<file path="src/rtl/regfile_dma_pkg.sv">
// Shared sizes, op codes and FSM state type for the register file save/restore sequencer.
// Define REGFILE_DMA_CHECKSUM_EN to add the XOR checksum beat to both streams.
package regfile_dma_pkg;
    localparam int N_W = 16;
    localparam int R_W = 4;

    localparam logic OP_SAVE    = 1'b0;
    localparam logic OP_RESTORE = 1'b1;

    typedef enum logic [1:0] {
        IDLE,
        SAVE,
        RESTORE
    } state_e;
endpackage

</file>
<file path="src/rtl/regfile_dma_if.sv">
// Command, register file and stream signals of regfile_dma.
// slave is the sequencer's view; master is the core/host side.
interface regfile_dma_if;
    import regfile_dma_pkg::*;

    logic           cmd_valid;
    logic           cmd_ready;
    logic           cmd_op;
    logic [R_W-1:0] cmd_first;
    logic [R_W-1:0] cmd_last;
    logic [R_W-1:0] rf_ra;
    logic [N_W-1:0] rf_rd;
    logic           rf_we;
    logic [R_W-1:0] rf_wa;
    logic [N_W-1:0] rf_wd;
    logic           out_valid;
    logic           out_ready;
    logic [N_W-1:0] out_data;
    logic           out_last;
    logic           in_valid;
    logic           in_ready;
    logic [N_W-1:0] in_data;
    logic           busy;
    logic           done;
    logic           err;

    modport slave (
        input  cmd_valid, cmd_op, cmd_first, cmd_last, rf_rd,
        input  out_ready, in_valid, in_data,
        output cmd_ready, rf_ra, rf_we, rf_wa, rf_wd,
        output out_valid, out_data, out_last, in_ready,
        output busy, done, err
    );

    modport master (
        output cmd_valid, cmd_op, cmd_first, cmd_last, rf_rd,
        output out_ready, in_valid, in_data,
        input  cmd_ready, rf_ra, rf_we, rf_wa, rf_wd,
        input  out_valid, out_data, out_last, in_ready,
        input  busy, done, err
    );
endinterface

</file>
<file path="src/rtl/regfile_dma_obuf.sv">
// One-entry valid/ready output register carrying data and last.
// Caller only asserts load when the entry is empty or draining.
module regfile_dma_obuf
    import regfile_dma_pkg::*;
(
    input  logic           clk,
    input  logic           rst,
    input  logic           load,
    input  logic [N_W-1:0] ld_data,
    input  logic           ld_last,
    input  logic           ready,
    output logic           valid,
    output logic [N_W-1:0] data,
    output logic           last
);
    logic           valid_q, valid_d;
    logic           last_q, last_d;
    logic [N_W-1:0] data_q, data_d;

    always_comb begin
        valid_d = valid_q && !ready;
        data_d  = data_q;
        last_d  = last_q && valid_d;
        if (load) begin
            valid_d = 1'b1;
            data_d  = ld_data;
            last_d  = ld_last;
        end
    end

    always_ff @(posedge clk or posedge rst) begin
        if (rst) begin
            valid_q <= 1'b0;
            data_q  <= '0;
            last_q  <= 1'b0;
        end else begin
            valid_q <= valid_d;
            data_q  <= data_d;
            last_q  <= last_d;
        end
    end

    assign valid = valid_q;
    assign data  = data_q;
    assign last  = last_q;
endmodule

</file>
<file path="src/rtl/regfile_dma.sv">
// Register file save/restore sequencer walking a wrapping address range.
// REGFILE_DMA_CHECKSUM_EN appends/checks an XOR checksum beat.
module regfile_dma
    import regfile_dma_pkg::*;
(
    input  logic         clk,
    input  logic         rst,
    regfile_dma_if.slave bus
);
`ifdef REGFILE_DMA_CHECKSUM_EN
    localparam logic CK_EN = 1'b1;
`else
    localparam logic CK_EN = 1'b0;
`endif
    localparam logic [R_W:0]   REM_ONE = {{R_W{1'b0}}, 1'b1};
    localparam logic [R_W-1:0] CUR_ONE = {{(R_W-1){1'b0}}, 1'b1};

    state_e         state_q, state_d;
    logic [R_W-1:0] cur_q, cur_d;
    logic [R_W:0]   rem_q, rem_d;
    logic           done_q, done_d;

    logic           ob_load, ob_ld_last, ob_valid, ob_last;
    logic [N_W-1:0] ob_ld_data, ob_data;
    logic [R_W-1:0] ra, wa;
    logic [N_W-1:0] wd;
    logic           we, in_rdy;

`ifdef REGFILE_DMA_CHECKSUM_EN
    logic [N_W-1:0] csum_q, csum_d;
    logic           tail_q, tail_d;
    logic           err_q, err_d;
`endif

    always_comb begin
        state_d    = state_q;
        cur_d      = cur_q;
        rem_d      = rem_q;
        done_d     = 1'b0;
        ob_load    = 1'b0;
        ob_ld_data = bus.rf_rd;
        ob_ld_last = 1'b0;
        ra         = '0;
        we         = 1'b0;
        wa         = '0;
        wd         = '0;
        in_rdy     = 1'b0;
`ifdef REGFILE_DMA_CHECKSUM_EN
        csum_d = csum_q;
        tail_d = tail_q;
        err_d  = err_q;
`endif
        unique case (state_q)
            IDLE: begin
                if (bus.cmd_valid) begin
                    cur_d   = bus.cmd_first;
                    rem_d   = {1'b0, bus.cmd_last - bus.cmd_first} + REM_ONE;
                    state_d = (bus.cmd_op == OP_RESTORE) ? RESTORE : SAVE;
`ifdef REGFILE_DMA_CHECKSUM_EN
                    csum_d = '0;
                    tail_d = 1'b1;
                    err_d  = 1'b0;
`endif
                end
            end
            SAVE: begin
                ra = cur_q;
                if (ob_valid && bus.out_ready && ob_last) begin
                    state_d = IDLE;
                    done_d  = 1'b1;
                end
                if (!ob_valid || bus.out_ready) begin
                    if (rem_q != '0) begin
                        ob_load    = 1'b1;
                        ob_ld_last = !CK_EN && (rem_q == REM_ONE);
                        cur_d      = cur_q + CUR_ONE;
                        rem_d      = rem_q - REM_ONE;
`ifdef REGFILE_DMA_CHECKSUM_EN
                        csum_d = csum_q ^ bus.rf_rd;
`endif
                    end
`ifdef REGFILE_DMA_CHECKSUM_EN
                    else if (tail_q) begin
                        ob_load    = 1'b1;
                        ob_ld_data = csum_q;
                        ob_ld_last = 1'b1;
                        tail_d     = 1'b0;
                    end
`endif
                end
            end
            RESTORE: begin
                in_rdy = 1'b1;
                if (bus.in_valid) begin
                    if (rem_q != '0) begin
                        // r0 is hardwired; its beat is consumed but not written
                        we    = (cur_q != '0);
                        wa    = cur_q;
                        wd    = bus.in_data;
                        cur_d = cur_q + CUR_ONE;
                        rem_d = rem_q - REM_ONE;
`ifdef REGFILE_DMA_CHECKSUM_EN
                        csum_d = csum_q ^ bus.in_data;
`endif
                    end
`ifdef REGFILE_DMA_CHECKSUM_EN
                    else begin
                        err_d = (bus.in_data != csum_q);
                    end
`endif
                    if (CK_EN ? (rem_q == '0) : (rem_q == REM_ONE)) begin
                        state_d = IDLE;
                        done_d  = 1'b1;
                    end
                end
            end
            default: state_d = IDLE;
        endcase
    end

    always_ff @(posedge clk or posedge rst) begin
        if (rst) begin
            state_q <= IDLE;
            cur_q   <= '0;
            rem_q   <= '0;
            done_q  <= 1'b0;
        end else begin
            state_q <= state_d;
            cur_q   <= cur_d;
            rem_q   <= rem_d;
            done_q  <= done_d;
        end
    end

`ifdef REGFILE_DMA_CHECKSUM_EN
    always_ff @(posedge clk or posedge rst) begin
        if (rst) begin
            csum_q <= '0;
            tail_q <= 1'b0;
            err_q  <= 1'b0;
        end else begin
            csum_q <= csum_d;
            tail_q <= tail_d;
            err_q  <= err_d;
        end
    end

    assign bus.err = err_q;
`else
    assign bus.err = 1'b0;
`endif

    regfile_dma_obuf u_obuf (
        .clk     (clk),
        .rst     (rst),
        .load    (ob_load),
        .ld_data (ob_ld_data),
        .ld_last (ob_ld_last),
        .ready   (bus.out_ready),
        .valid   (ob_valid),
        .data    (ob_data),
        .last    (ob_last)
    );

    assign bus.out_valid = ob_valid;
    assign bus.out_data  = ob_data;
    assign bus.out_last  = ob_last;
    assign bus.cmd_ready = (state_q == IDLE);
    assign bus.busy      = (state_q != IDLE);
    assign bus.done      = done_q;
    assign bus.rf_ra     = ra;
    assign bus.rf_we     = we;
    assign bus.rf_wa     = wa;
    assign bus.rf_wd     = wd;
    assign bus.in_ready  = in_rdy;
endmodule

</file>
<file path="src/flat_wrapper.sv">
// flat-port wrapper written by rule: the top's interface ports become plain ports
module regfile_dma_flat import regfile_dma_pkg::*;
  (clk, rst, bus_cmd_valid, bus_cmd_op, bus_cmd_first, bus_cmd_last, bus_rf_rd, bus_out_ready, bus_in_valid, bus_in_data, bus_cmd_ready, bus_rf_ra, bus_rf_we, bus_rf_wa, bus_rf_wd, bus_out_valid, bus_out_data, bus_out_last, bus_in_ready, bus_busy, bus_done, bus_err);
  regfile_dma_if bus_i ();
  input  logic clk;
  input  logic rst;
  input wire logic [$bits(bus_i.cmd_valid)-1:0] bus_cmd_valid;
  input wire logic [$bits(bus_i.cmd_op)-1:0] bus_cmd_op;
  input wire logic [$bits(bus_i.cmd_first)-1:0] bus_cmd_first;
  input wire logic [$bits(bus_i.cmd_last)-1:0] bus_cmd_last;
  input wire logic [$bits(bus_i.rf_rd)-1:0] bus_rf_rd;
  input wire logic [$bits(bus_i.out_ready)-1:0] bus_out_ready;
  input wire logic [$bits(bus_i.in_valid)-1:0] bus_in_valid;
  input wire logic [$bits(bus_i.in_data)-1:0] bus_in_data;
  output wire logic [$bits(bus_i.cmd_ready)-1:0] bus_cmd_ready;
  output wire logic [$bits(bus_i.rf_ra)-1:0] bus_rf_ra;
  output wire logic [$bits(bus_i.rf_we)-1:0] bus_rf_we;
  output wire logic [$bits(bus_i.rf_wa)-1:0] bus_rf_wa;
  output wire logic [$bits(bus_i.rf_wd)-1:0] bus_rf_wd;
  output wire logic [$bits(bus_i.out_valid)-1:0] bus_out_valid;
  output wire logic [$bits(bus_i.out_data)-1:0] bus_out_data;
  output wire logic [$bits(bus_i.out_last)-1:0] bus_out_last;
  output wire logic [$bits(bus_i.in_ready)-1:0] bus_in_ready;
  output wire logic [$bits(bus_i.busy)-1:0] bus_busy;
  output wire logic [$bits(bus_i.done)-1:0] bus_done;
  output wire logic [$bits(bus_i.err)-1:0] bus_err;
  assign bus_i.cmd_valid = bus_cmd_valid;
  assign bus_i.cmd_op = bus_cmd_op;
  assign bus_i.cmd_first = bus_cmd_first;
  assign bus_i.cmd_last = bus_cmd_last;
  assign bus_i.rf_rd = bus_rf_rd;
  assign bus_i.out_ready = bus_out_ready;
  assign bus_i.in_valid = bus_in_valid;
  assign bus_i.in_data = bus_in_data;
  assign bus_cmd_ready = bus_i.cmd_ready;
  assign bus_rf_ra = bus_i.rf_ra;
  assign bus_rf_we = bus_i.rf_we;
  assign bus_rf_wa = bus_i.rf_wa;
  assign bus_rf_wd = bus_i.rf_wd;
  assign bus_out_valid = bus_i.out_valid;
  assign bus_out_data = bus_i.out_data;
  assign bus_out_last = bus_i.out_last;
  assign bus_in_ready = bus_i.in_ready;
  assign bus_busy = bus_i.busy;
  assign bus_done = bus_i.done;
  assign bus_err = bus_i.err;
  regfile_dma u_core (.clk(clk), .rst(rst), .bus(bus_i));
endmodule
</file>
<file path="config.mk">
export PLATFORM = sky130hd
export DESIGN_NAME = regfile_dma_flat
export DESIGN_NICKNAME = d
export VERILOG_FILES = /design/src/rtl/regfile_dma_pkg.sv /design/src/rtl/regfile_dma_if.sv /design/src/rtl/regfile_dma_obuf.sv /design/src/rtl/regfile_dma.sv /design/src/flat_wrapper.sv
export SDC_FILE = /design/constraint.sdc
export NUM_CORES = 1
export LEC_CHECK = 0
export ABC_AREA = 1
export BUFFER_PORTS_ARGS = -buffer_cell sky130_fd_sc_hd__clkbuf_2
export CAP_MARGIN = 0
export CORE_MARGIN = 2
export CORE_UTILIZATION = 46
export DETAILED_ROUTE_END_ITERATION = 10
export PLACE_DENSITY = 0.88
export SLEW_MARGIN = 20
export SYNTH_ARGS = -nofsm -noshare
export SYNTH_HDL_FRONTEND = slang
export SYNTH_SLANG_ARGS = --single-unit
</file>
<file path="constraint.sdc">
create_clock -name clk -period 1.8 [get_ports clk]
set_input_delay 0.18 -clock clk [delete_from_list [all_inputs] [get_ports clk]]
set_output_delay 0.18 -clock clk [all_outputs]
set_load 0.05 [all_outputs]
</file>
==> summary.txt <==
Route
  • ANT nets after route: 0
  • Vias per cell: roughly 5.4
  • DRC violations left: 0
  • Vias post-DR: approximately 2100
  • Drt initial violations: ~170
  • Drt first pass iters: 4
  • WL/cell: about 19 um
  • DRT Wirelength: approximately 7.6 mm

Clock network
  • CTS clk-pin slew, worst paths: roughly 70 ps
  • Cts bufs inserted: 5
  • Max Buffers Root-to-Sink: 2
  • Clk_lat worst skew: 290 ps
  • H-tree depth: 2
  • CTS Sinks: 30
  • CTS tree: done
  • CTS root buf: clkbuf_8

Yosys
  • Post-synthesis mux area share: between 10% and 20%
  • Netlist cell types: 31
  • Synth Area in Adders: roughly a tenth
  • Largest cells by area after synthesis: dfrtp_1 38%, inv_1 9.0%, ha_1 8.3%
  • Avg Cell Area, Syn: ~8.2 um2
  • Synth Area in Compound Gates: between 6 and 7%
  • Simple-Gate Fraction of Synth Area: just over 20%
  • Synthesized instance count: about 240
  • Post-Synthesis Cell Area: 1950 um2
  • Synth Register Bits: 30
  • Post-synth EDFFs: 0
  • Post-synth top flop: dfrtp_1
  • Ys async rst share: between 90% and 100%
  • YS warnings: 0
  • Syn Nets: 298
  • Post-synthesis sequential area ratio: around two fifths
  • Post-synth top area cell: dfrtp_1
  • Main combinational cell family by area after synthesis: simple AND/OR/NAND/NOR gates
  • Synth Area in XOR/XNOR: 1.35%
  • Synth top area share: about 38%

Finish
  • Leading cell type in the layout, fill and taps excluded: clkbuf_2
  • Share of layout cells above drive strength 1: roughly half
  • Nets@finish: between 400 and 500
  • Post-route cell area: between 3000 and 4000 um2
  • FF+latch area: 751 um2
  • ANT cells: 0
  • Area growth syn-to-layout: 64.2%
  • Commonest cells after routing, fill and taps aside: 67 x clkbuf_2, 43 x inv_1, 41 x nand2_1
  • Multi-input combinational cell area: around 1200 um2
  • Filler cells: about 220
  • Final core occ: 79.6%

Pwr
  • Clock power share: 14.2%
  • Pleak: about 1.7 nW
  • Pwr/cell area: approximately 1900 nW/um2
  • Worst VDD drop: about 710 uV
  • Part of the power in combinational logic: 64.7%
  • Internal Power: roughly 0.003 W
  • Sequential share of power: a little over a fifth
  • Psw: roughly 0.0032 W
  • Net Sw Frac: between 50% and 60%

Setup path
  • Crit path kind: flop to output pin
  • FF-to-FF End: u_core.u_obuf.data[1]$_DFFE_PP0P_
  • Critical R2R Launch: u_core.rem_q[3]$_DFFE_PP0P_
  • Worst R2R Setup Slack: -10 ps
  • Setup crit end kind: output pin
  • Critical Path AT: approximately 1700 ps
  • Worst R2R Path Depth: 6
  • Max FO, Critical Path: 5
  • CP startpoint kind: flop
  • Worst EP required: between 1500 and 2000 ps

Floorplan
  • Die span in y: between 60 and 70 um
  • Top Ports: 94
  • Core area: 4030 um2
  • Row count: 23
  • Die area: 4780 um2
  • Die width: between 60 and 70 um
  • Initial core utilization: between 40% and 50%

Placed design
  • GP Congestion: between 0.8 and 0.9
  • HPWL after DPL: 3.62 mm
  • IO buf count: 92
  • Placed Area: ~2600 um2
  • Worst slack at placement: 44.8 ps

Global route
  • GRT Resource Usage Total: about a quarter
  • Global-route wire length before repair: approximately 10 mm
  • Number of global-route vias before repair: approximately 2100
  • Largest net degree at the start of global routing: 31
  • Initial antenna violation count: 0
  • Grt ovf: 0

Timing
  • Period utilization: 103%
  • WHS: 122 ps
  • PnR worst setup slack: -62.5 ps
  • RSZ-0062 raised after global routing: yes
  • Minimum clock period: between 1500 and 2000 ps
  • FMAX: ~0.54 GHz
  • Setup TNS: -638 ps
  • Final setup viols: 23
  • Final hold viol count: 0
  • Fin. max-slew vios: 0
  • Clock skew: between 10 and 15 ps

Min path
  • Hold_sp: bus_rf_rd[9]
  • Hold Crit Depth: 2
  • Hold path endpoint: u_core.u_obuf.data[9]$_DFFE_PP0P_
  • Worst Hold Class: input pin to flop

Run status
  • Failing checks: negative setup slack
  • Run status: complete, but fails checks

Job
  • Max-cap violation count: 0
[layer usage]
layer | vias up | wire length [um] | GRT usage, %
met5 | - | 0 | 0
met1 | 1018 | 2790 | 29.7
met4 | 0 | 345 | 14.8
li1 | 952 | - | -
met2 | 120 | 4010 | 45.3
met3 | 37 | 422 | 6.43
[final cells by class]
class	instances	area share (%)
multi-input combinational	151	37.2
timing repair buffer	107	27.1
sequential	30	23.4
inverter	49	5.85
clock buffer	6	2.58
tap	50	1.95
clock inverter	2	1.87
[timing repair]
item,in CTS,in global routing
hold buffers,1,0
pin swaps,0,3
gates cloned,1,2
endpoints found under the hold margin,30,0
buffers inserted,3,2
resized for setup,42,55
setup endpoints to repair,25,27
[cell usage after synthesis (2+ instances only)]
master,n
inv_1,47
nand2_1,41
dfrtp_1,30
nor2_1,30
ha_1,13
o21ai_0,12
nand3_1,11
mux2_2,8
mux2_4,8
a21oi_1,5
buf_2,4
o21ai_1,4
nand4_1,3
xor2_1,3
a31oi_1,2
inv_2,2
[worst max-delay path by stage]
| stage | from | end | slack [ps] |
|---|---|---|---|
| finish | u_core.rem_q[0]$_DFFE_PP0P_ | bus_rf_wd[1] | -60 |
| global route | u_core.rem_q[0]$_DFFE_PP0P_ | bus_rf_wd[1] | -130 |
| CTS | u_core.rem_q[0]$_DFFE_PP0P_ | bus_rf_wd[12] | 10 |
| detailed placement | bus_cmd_last[0] | u_core.rem_q[2]$_DFFE_PP0P_ | 40 |
| global placement | bus_cmd_last[0] | u_core.rem_q[2]$_DFFE_PP0P_ | 130 |
| floorplan | u_core.state_q[0]$_DFFE_PP0P_ | bus_rf_wa[0] | -50 |
[sequential cells by signal, indices dropped and copies added (netlist names)]
name / cells
u_core.bus.done: 1
u_core.state_q: 2
u_core.u_obuf.data: 16
u_core.u_obuf.valid: 1
u_core.u_obuf.last: 1
u_core.rem_q: 5
u_core.cur_q: 4
[worst max-delay path: stages, from the launching register on]
cell	delay, ps
dfrtp_1	380
inv_2	60
ha_4	170
nand3_4	100
nand3_4	170
clkbuf_16	220
nor2_2	120
buf_8	160
[per-stage QoR]
stage	power [W]	cells
3_5_place_dp	0.00448	378
6_report	0.00615	395
2_1_floorplan	0.00378	238
4_1_cts	0.00555	391
3_3_place_gp	0.00440	378
5_1_grt	0.00638	395
[cells by family (layout without fill, tap and decap cells)]
family,Yosys count,in the layout
AO/OA/AOI/OAI,25,25
XOR/XNOR,3,3
adder cells (fa/ha/maj),14,14
buffers and inverters,57,164
flip-flops,30,30
multiplexers,16,16
other,1,1
AND/OR/NAND/NOR,92,92
[power groups by stage]
stage / registers [W] / logic, W / clock network (W)
4_1_cts: 0.00122 / 0.00346 / 0.000865
3_3_place_gp: 0.00121 / 0.00319 / 0
6_report: 0.00129 / 0.00398 / 0.000875
2_1_floorplan: 0.00188 / 0.00190 / 0
5_1_grt: 0.00131 / 0.00416 / 0.000908
3_5_place_dp: 0.00123 / 0.00325 / 0
(Power assumes the default switching activity.)
